--- src/rtl/status_frame_rx.sv ---
// rtl/status_frame_rx.sv - motor status frame receiver: sync hunt, CRC-16/CCITT check, decode, stats
module status_frame_rx #(
    parameter int NUMBER_OF_MOTORS = 6,
    parameter int TIMEOUT_CYCLES   = 50000
) (
    input  logic        clk,
    input  logic        reset,
    input  logic [7:0]  rx_data,
    input  logic        rx_valid,
    output logic        status_valid,
    output logic [7:0]  status_motor,
    output logic [31:0] status_enc0_pos,
    output logic [31:0] status_enc1_pos,
    output logic [31:0] status_enc0_vel,
    output logic [31:0] status_enc1_vel,
    output logic [31:0] status_error_code,
    output logic [15:0] good_frame_count,
    output logic [15:0] crc_error_count,
    output logic [15:0] drop_count
);

    localparam int TW = $clog2(TIMEOUT_CYCLES + 1);

    typedef enum logic [2:0] {
        HUNT0,
        HUNT1,
        MOTOR,
        PAYLOAD,
        CRC_HI,
        CRC_LO
    } state_t;

    state_t         state, state_next;
    logic [15:0]    crc;
    logic [7:0]     crc_hi;
    logic [7:0]     motor_id;
    logic [4:0]     byte_cnt;
    logic [159:0]   payload;
    logic [TW-1:0]  timer;

    logic           crc_lo_byte;
    logic           crc_ok;
    logic           id_ok;
    logic           frame_good;
    logic           frame_crc_err;
    logic           frame_id_drop;
    logic           timeout;

    function automatic logic [15:0] crc16_byte(input logic [15:0] c, input logic [7:0] d);
        logic [15:0] r;
        r = c ^ {d, 8'h00};
        for (int i = 0; i < 8; i++) begin
            r = r[15] ? ((r << 1) ^ 16'h1021) : (r << 1);
        end
        return r;
    endfunction

    function automatic logic [15:0] sat_inc(input logic [15:0] v);
        return (v == 16'hFFFF) ? v : v + 16'd1;
    endfunction

    always_comb begin
        crc_lo_byte   = (state == CRC_LO) && rx_valid;
        crc_ok        = (crc == {crc_hi, rx_data});
        id_ok         = int'(motor_id) < NUMBER_OF_MOTORS;
        frame_good    = crc_lo_byte && crc_ok && id_ok;
        frame_crc_err = crc_lo_byte && !crc_ok;
        frame_id_drop = crc_lo_byte && crc_ok && !id_ok;
        timeout       = (state != HUNT0) && !rx_valid && (timer == TW'(TIMEOUT_CYCLES - 1));
    end

    always_comb begin
        state_next = state;
        if (timeout) begin
            state_next = HUNT0;
        end else if (rx_valid) begin
            case (state)
                HUNT0:   if (rx_data == 8'hAA) state_next = HUNT1;
                HUNT1: begin
                    if (rx_data == 8'h55)      state_next = MOTOR;
                    else if (rx_data != 8'hAA) state_next = HUNT0;
                end
                MOTOR:   state_next = PAYLOAD;
                PAYLOAD: if (byte_cnt == 5'd19) state_next = CRC_HI;
                CRC_HI:  state_next = CRC_LO;
                CRC_LO:  state_next = HUNT0;
                default: state_next = HUNT0;
            endcase
        end
    end

    always_ff @(posedge clk) begin
        if (reset) begin
            state <= HUNT0;
        end else begin
            state <= state_next;
        end
    end

    // Frame datapath: CRC, byte counter, payload shift register and idle timer
    always_ff @(posedge clk) begin
        if (reset) begin
            crc      <= 16'hFFFF;
            crc_hi   <= 8'h00;
            motor_id <= 8'h00;
            byte_cnt <= 5'd0;
            payload  <= '0;
            timer    <= '0;
        end else begin
            if (state == HUNT0 || rx_valid) begin
                timer <= '0;
            end else if (!timeout) begin
                timer <= timer + TW'(1);
            end
            if (rx_valid) begin
                case (state)
                    MOTOR: begin
                        motor_id <= rx_data;
                        crc      <= crc16_byte(16'hFFFF, rx_data);
                        byte_cnt <= 5'd0;
                    end
                    PAYLOAD: begin
                        // byte i lands at bits [8i+7:8i] once all 20 are in, giving little-endian words
                        payload  <= {rx_data, payload[159:8]};
                        crc      <= crc16_byte(crc, rx_data);
                        byte_cnt <= byte_cnt + 5'd1;
                    end
                    CRC_HI: crc_hi <= rx_data;
                    default: ;
                endcase
            end
        end
    end

    always_ff @(posedge clk) begin
        if (reset) begin
            status_valid      <= 1'b0;
            status_motor      <= 8'h00;
            status_enc0_pos   <= 32'h0;
            status_enc1_pos   <= 32'h0;
            status_enc0_vel   <= 32'h0;
            status_enc1_vel   <= 32'h0;
            status_error_code <= 32'h0;
            good_frame_count  <= 16'h0;
            crc_error_count   <= 16'h0;
            drop_count        <= 16'h0;
        end else begin
            status_valid <= frame_good;
            if (frame_good) begin
                status_motor      <= motor_id;
                status_enc0_pos   <= payload[31:0];
                status_enc1_pos   <= payload[63:32];
                status_enc0_vel   <= payload[95:64];
                status_enc1_vel   <= payload[127:96];
                status_error_code <= payload[159:128];
                good_frame_count  <= sat_inc(good_frame_count);
            end
            if (frame_crc_err) begin
                crc_error_count <= sat_inc(crc_error_count);
            end
            if (frame_id_drop || timeout) begin
                drop_count <= sat_inc(drop_count);
            end
        end
    end

endmodule

--- config.mk ---
export PLATFORM = sky130hd
export DESIGN_NAME = status_frame_rx
export DESIGN_NICKNAME = d
export VERILOG_FILES = /design/src/rtl/status_frame_rx.sv
export SDC_FILE = /design/constraint.sdc
export NUM_CORES = 1
export LEC_CHECK = 0
export BUFFER_PORTS_ARGS = -buffer_cell sky130_fd_sc_hd__buf_2
export CAP_MARGIN = 20
export CELL_PAD_IN_SITES_DETAIL_PLACEMENT = 0
export CELL_PAD_IN_SITES_GLOBAL_PLACEMENT = 1
export CORE_AREA = 2 2 203 205
export CTS_BUF_LIST = sky130_fd_sc_hd__clkbuf_16
export CTS_CLUSTER_DIAMETER = 100
export DETAILED_ROUTE_END_ITERATION = 8
export DIE_AREA = 0 0 205 207
export GPL_TIMING_DRIVEN = 0
export PLACE_DENSITY_LB_ADDON = 0.05
export SLEW_MARGIN = 25
export SYNTH_ARGS = -nofsm -noshare
export SYNTH_HDL_FRONTEND = slang
export SYNTH_SLANG_ARGS = --single-unit
--- constraint.sdc ---
create_clock -name clk -period 2.9 [get_ports clk]
set_clock_uncertainty 0.1 [all_clocks]
set_input_delay 0.29 -clock clk [delete_from_list [all_inputs] [get_ports clk]]
set_output_delay 0.29 -clock clk [all_outputs]
set_load 0.005 [all_outputs]
==> results.md <==
- Across all layers, the routed design uses 14.8k vias.
- The via density per instance is 5.06.
- The synthesized design spends more area on one cell type than any other, namely sky130_fd_sc_hd__dfxtp_1.
- The data required time at the worst endpoint is 3.24 ns.
- At the pin with the least slew margin, the transition time is around 1.0 ns.
- The largest net degree at the start of global routing is 14.
- In this run the number of H-tree levels came out at 2.
- The first TritonRoute pass finished after 5 iterations.
- In the synthesized netlist, the number of instances is approximately 2.1k.
- The switching part of the total is 22.3%.
- The die covers 0.0424 sq mm.
- During I/O placement, the number of pins put on the boundary was 228.
- The net count after synthesis is 2100.
- The count of input and output buffers is approximately 220.
- The CTS tree is yes.
- The most common library cell in the layout ignoring fill and taps is sky130_fd_sc_hd__nand2_1.
- The maximum buffer depth of the clock tree is 3.
- In the finished design, the share of the clock period the worst path needs comes to a little over nine tenths.
- The share of flip-flops with an asynchronous set or reset after synthesis is 0%.
- Counting flops and latches in the post-synthesis netlist gives 433.
- The mapped netlist covers between 0.015 and 0.02 sq mm.
- The number of synthesized flops with an enable pin is 0.
- The analysis attributes to net switching a power of 2640 uW.
- The first routing iteration left 693 violations.
- The wire length of the first global-routing pass is 77.7 mm.
- The highest layer used for signal routing is met4.
- The via count of the first global-routing pass is 14.2k.
- The total met2 wirelength after detailed routing is around 22 mm.
- The cell leakage power is 0.00747 uW.
- The floorplan step set the die width to 205 um.
- During synthesis, Yosys emitted a total of 0 warnings.
- The depth of the worst register-to-register path is 7.
- The number of buffers created by CTS is 47.
- The internal power of the cells totals about 9200 uW.
- Setup violations remaining at the end of the flow were counted as 0.
- The overall global routing resource usage is between 20% and 30%.
- The core region area is between 0.04 and 0.05 sq mm.
- Relative to the synthesized area, the layout overhead comes to 20.1%.
- The data arrival at the endpoint of the critical path is 3.09 ns.
- The share of the core filled with cells in the final layout is 49.6%.
- The highest net fanout along the worst path is 11.
- The clock network accounts for 47.7% of the total power.
- The run finished with clean final reports.
- The net count of the finished layout is about 2.4k.
- Timing would allow up to between 300 and 400 MHz.
- By area the synthesized netlist is led by sky130_fd_sc_hd__dfxtp_1 52%, sky130_fd_sc_hd__nand2_1 17%, sky130_fd_sc_hd__a21oi_1 11%.
- The leading register cell type out of synthesis is sky130_fd_sc_hd__dfxtp_1.
- After synthesis, the mean cell area works out to around 8 sq um.
- The final count of pins violating max slew is 0.
- In the layout the commonest cells are 733 x sky130_fd_sc_hd__nand2_1, 433 x sky130_fd_sc_hd__dfxtp_1, 378 x sky130_fd_sc_hd__a21oi_1, 230 x sky130_fd_sc_hd__buf_2, 94 x sky130_fd_sc_hd__clkbuf_1.
- The initial antenna violation count was 0.
- The share of the synthesized area in the top cell type is around 52%.
- For this block, the routed nets add up to 49.4 mm of wire.
- The cell sitting at the root of the clock tree is a sky130_fd_sc_hd__clkbuf_16.
- For this run the aggregate overflow at the end of global routing stands at 0.
- The maximum vdd ir drop is 0.360 mV.
- The hold violation total from the final report is 0.
- The logic gate share of total power is 2.1%.
- Detailed placement finished with a half-perimeter wire length of 36.2 mm.
- The worst path needs 2.75 ns of the cycle, external delays included.
- Routability-driven placement finished with a final weighted congestion of 0.833.
- Registers are responsible for a little over 50% of the overall power.
- The share of synthesized area occupied by flip-flops and latches is 52.0%.
- In this run the tightest slew margin relative to its limit is 31.7%.
- The total power of the final layout is 11800 uW.
- The type of the setup path with the least slack is reg2reg.
- The number of remaining DRC errors is 0.
- The vertical extent of the die is about 210 um.
- The share of post-route cells with drive strength above 1 is 15.2%.
- The critical path launch point type is a flop.
- Power spread over the standard cell area amounts to 591 mW/mm^2.
- Setup repair after global routing could not meet its margin everywhere.
- Max-cap violations in this run came to 0.
- STA classifies the critical path endpoint as a flop.
- The initial standard-cell utilization of the core is around two fifths.
- In this run the worst hold path is classified as in2reg.
- The register clock-pin slew on the reported worst setup and hold paths is roughly 0.06 ns.
- The distinct cell type count of the synthesized netlist is 54.
- In the final routed layout, each cell accounts on average for 16.9 um.
- The latest clock arrival within the worst-skew pair is 0.58 ns.
- The wire length on met1 is 23.3 mm.
- The initialized floorplan defines 74 standard-cell rows.
- The antenna violation net count after detailed routing is 0.
- The number of cells on the worst hold path is 4.
- The clock drives about 430 sinks.
- In the detailed route, the total length drawn on met3 is 2.92 mm.
## worst max-delay path, cell delays in order, from the launching register on
cell	delay [ns]
sky130_fd_sc_hd__dfxtp_1	0.32
sky130_fd_sc_hd__nor4_2	0.33
sky130_fd_sc_hd__nand2_1	0.28
sky130_fd_sc_hd__nor4_2	0.41
sky130_fd_sc_hd__nand2_2	0.29
sky130_fd_sc_hd__clkbuf_1	0.38
sky130_fd_sc_hd__o311ai_0	0.39
sky130_fd_sc_hd__o41ai_1	0.12
## per-layer routing
| metal | track usage [%] | up-vias |
|---|---|---|
| met5 | 0 | - |
| li1 | - | 7498 |
| met3 | 5.24 | 60 |
| met2 | 36.5 | 327 |
| met1 | 31.7 | 6947 |
| met4 | 5.66 | 0 |
## cell families after synthesis
kind of cell | Yosys count | synth area share (%)
AO/OA/AOI/OAI | 452 | 14.5
AND/OR/NAND/NOR | 951 | 24.1
XOR/XNOR | 74 | 4.11
multiplexers | 8 | 0.503
buffers and inverters | 161 | 4.41
flip-flops | 433 | 52.0
adder cells (fa/ha/maj) | 5 | 0.375
## final cells by class
class	count	area, sq um
antenna	1	2.50
buffer	147	702
clock buffer	48	1200
clock inverter	38	234
fill	4131	20300
inverter	12	45.0
multi-input combinational	1490	7290
sequential	433	8670
tap	532	666
timing repair buffer	231	1210
## final timing paths
check,slack [ns],from,end
min,0.14,rx_valid,timer[13]
max reg2reg,0.15,motor_id[7],good_frame_count[12]
min reg2reg,0.35,status_enc1_pos[22],status_enc1_pos[22]
max,0.15,motor_id[7],good_frame_count[12]
## cell usage after synthesis, types with 6 or more instances
cell and count:
sky130_fd_sc_hd__nand3_1 31, sky130_fd_sc_hd__buf_4 19, sky130_fd_sc_hd__o21a_1 7, sky130_fd_sc_hd__and4_1 6, sky130_fd_sc_hd__buf_2 11, sky130_fd_sc_hd__a21oi_1 378
sky130_fd_sc_hd__clkbuf_1 107, sky130_fd_sc_hd__inv_1 11, sky130_fd_sc_hd__buf_6 6, sky130_fd_sc_hd__xnor2_1 37, sky130_fd_sc_hd__nor4_1 12, sky130_fd_sc_hd__or3_1 19
sky130_fd_sc_hd__nor3_1 14, sky130_fd_sc_hd__and3_1 19, sky130_fd_sc_hd__o31ai_1 8, sky130_fd_sc_hd__o21ai_0 26, sky130_fd_sc_hd__nand2_1 734, sky130_fd_sc_hd__dfxtp_1 433
sky130_fd_sc_hd__or4_1 13, sky130_fd_sc_hd__nand4_1 13, sky130_fd_sc_hd__xor2_1 32, sky130_fd_sc_hd__nor2_1 59, sky130_fd_sc_hd__o211ai_1 11
## stage by stage
stage | cell area, sq um | setup TNS (ns) | instances | hold WS [ns] | setup WS (ns)
2_1_floorplan | 16700 | 0 | 2084 | 0.336 | 0.649
3_3_place_gp | 18400 | -32.28 | 2835 | 0.337 | -0.384
3_5_place_dp | 18400 | -29.52 | 2835 | 0.341 | -0.386
4_1_cts | 20000 | 0 | 2930 | 0.111 | 0.0583
5_1_grt | 20000 | -0.0686 | 2931 | 0.172 | -0.0686
6_report | 20000 | 0 | 2932 | 0.135 | 0.146
## sequential cells by signal (all words and copies together) (netlist names), 8 cells and up
name / cells
status_error_code: 32
good_frame_count: 16
status_enc0_vel: 32
timer: 16
crc_hi: 8
status_motor: 8
crc: 16
status_enc1_vel: 32
status_enc1_pos: 32
status_enc0_pos: 32
crc_error_count: 16
motor_id: 8
payload: 160
drop_count: 16
## power by group through the flow
stage                     logic (uW)  clock network, uW  registers [uW]
after CTS                        245               5790            5950
after floorplan                  152                  0            6080
after global routing             265               6030            5940
final                            243               5640            5950
after global placement           230                  0            6080
after detailed placement         233                  0            6080
## what timing repair did
| action | CTS | global route |
|---|---|---|
| hold buffers | 9 | 0 |
| cloned | 0 | 0 |
| endpoints found under the setup margin | 191 | 203 |
| endpoints found under the hold margin | 25 | 0 |
| pin swaps | 0 | 1 |
| setup buffers | 0 | 3 |
| resized for setup | 6 | 19 |
Power figures use the tool's default switching activity.
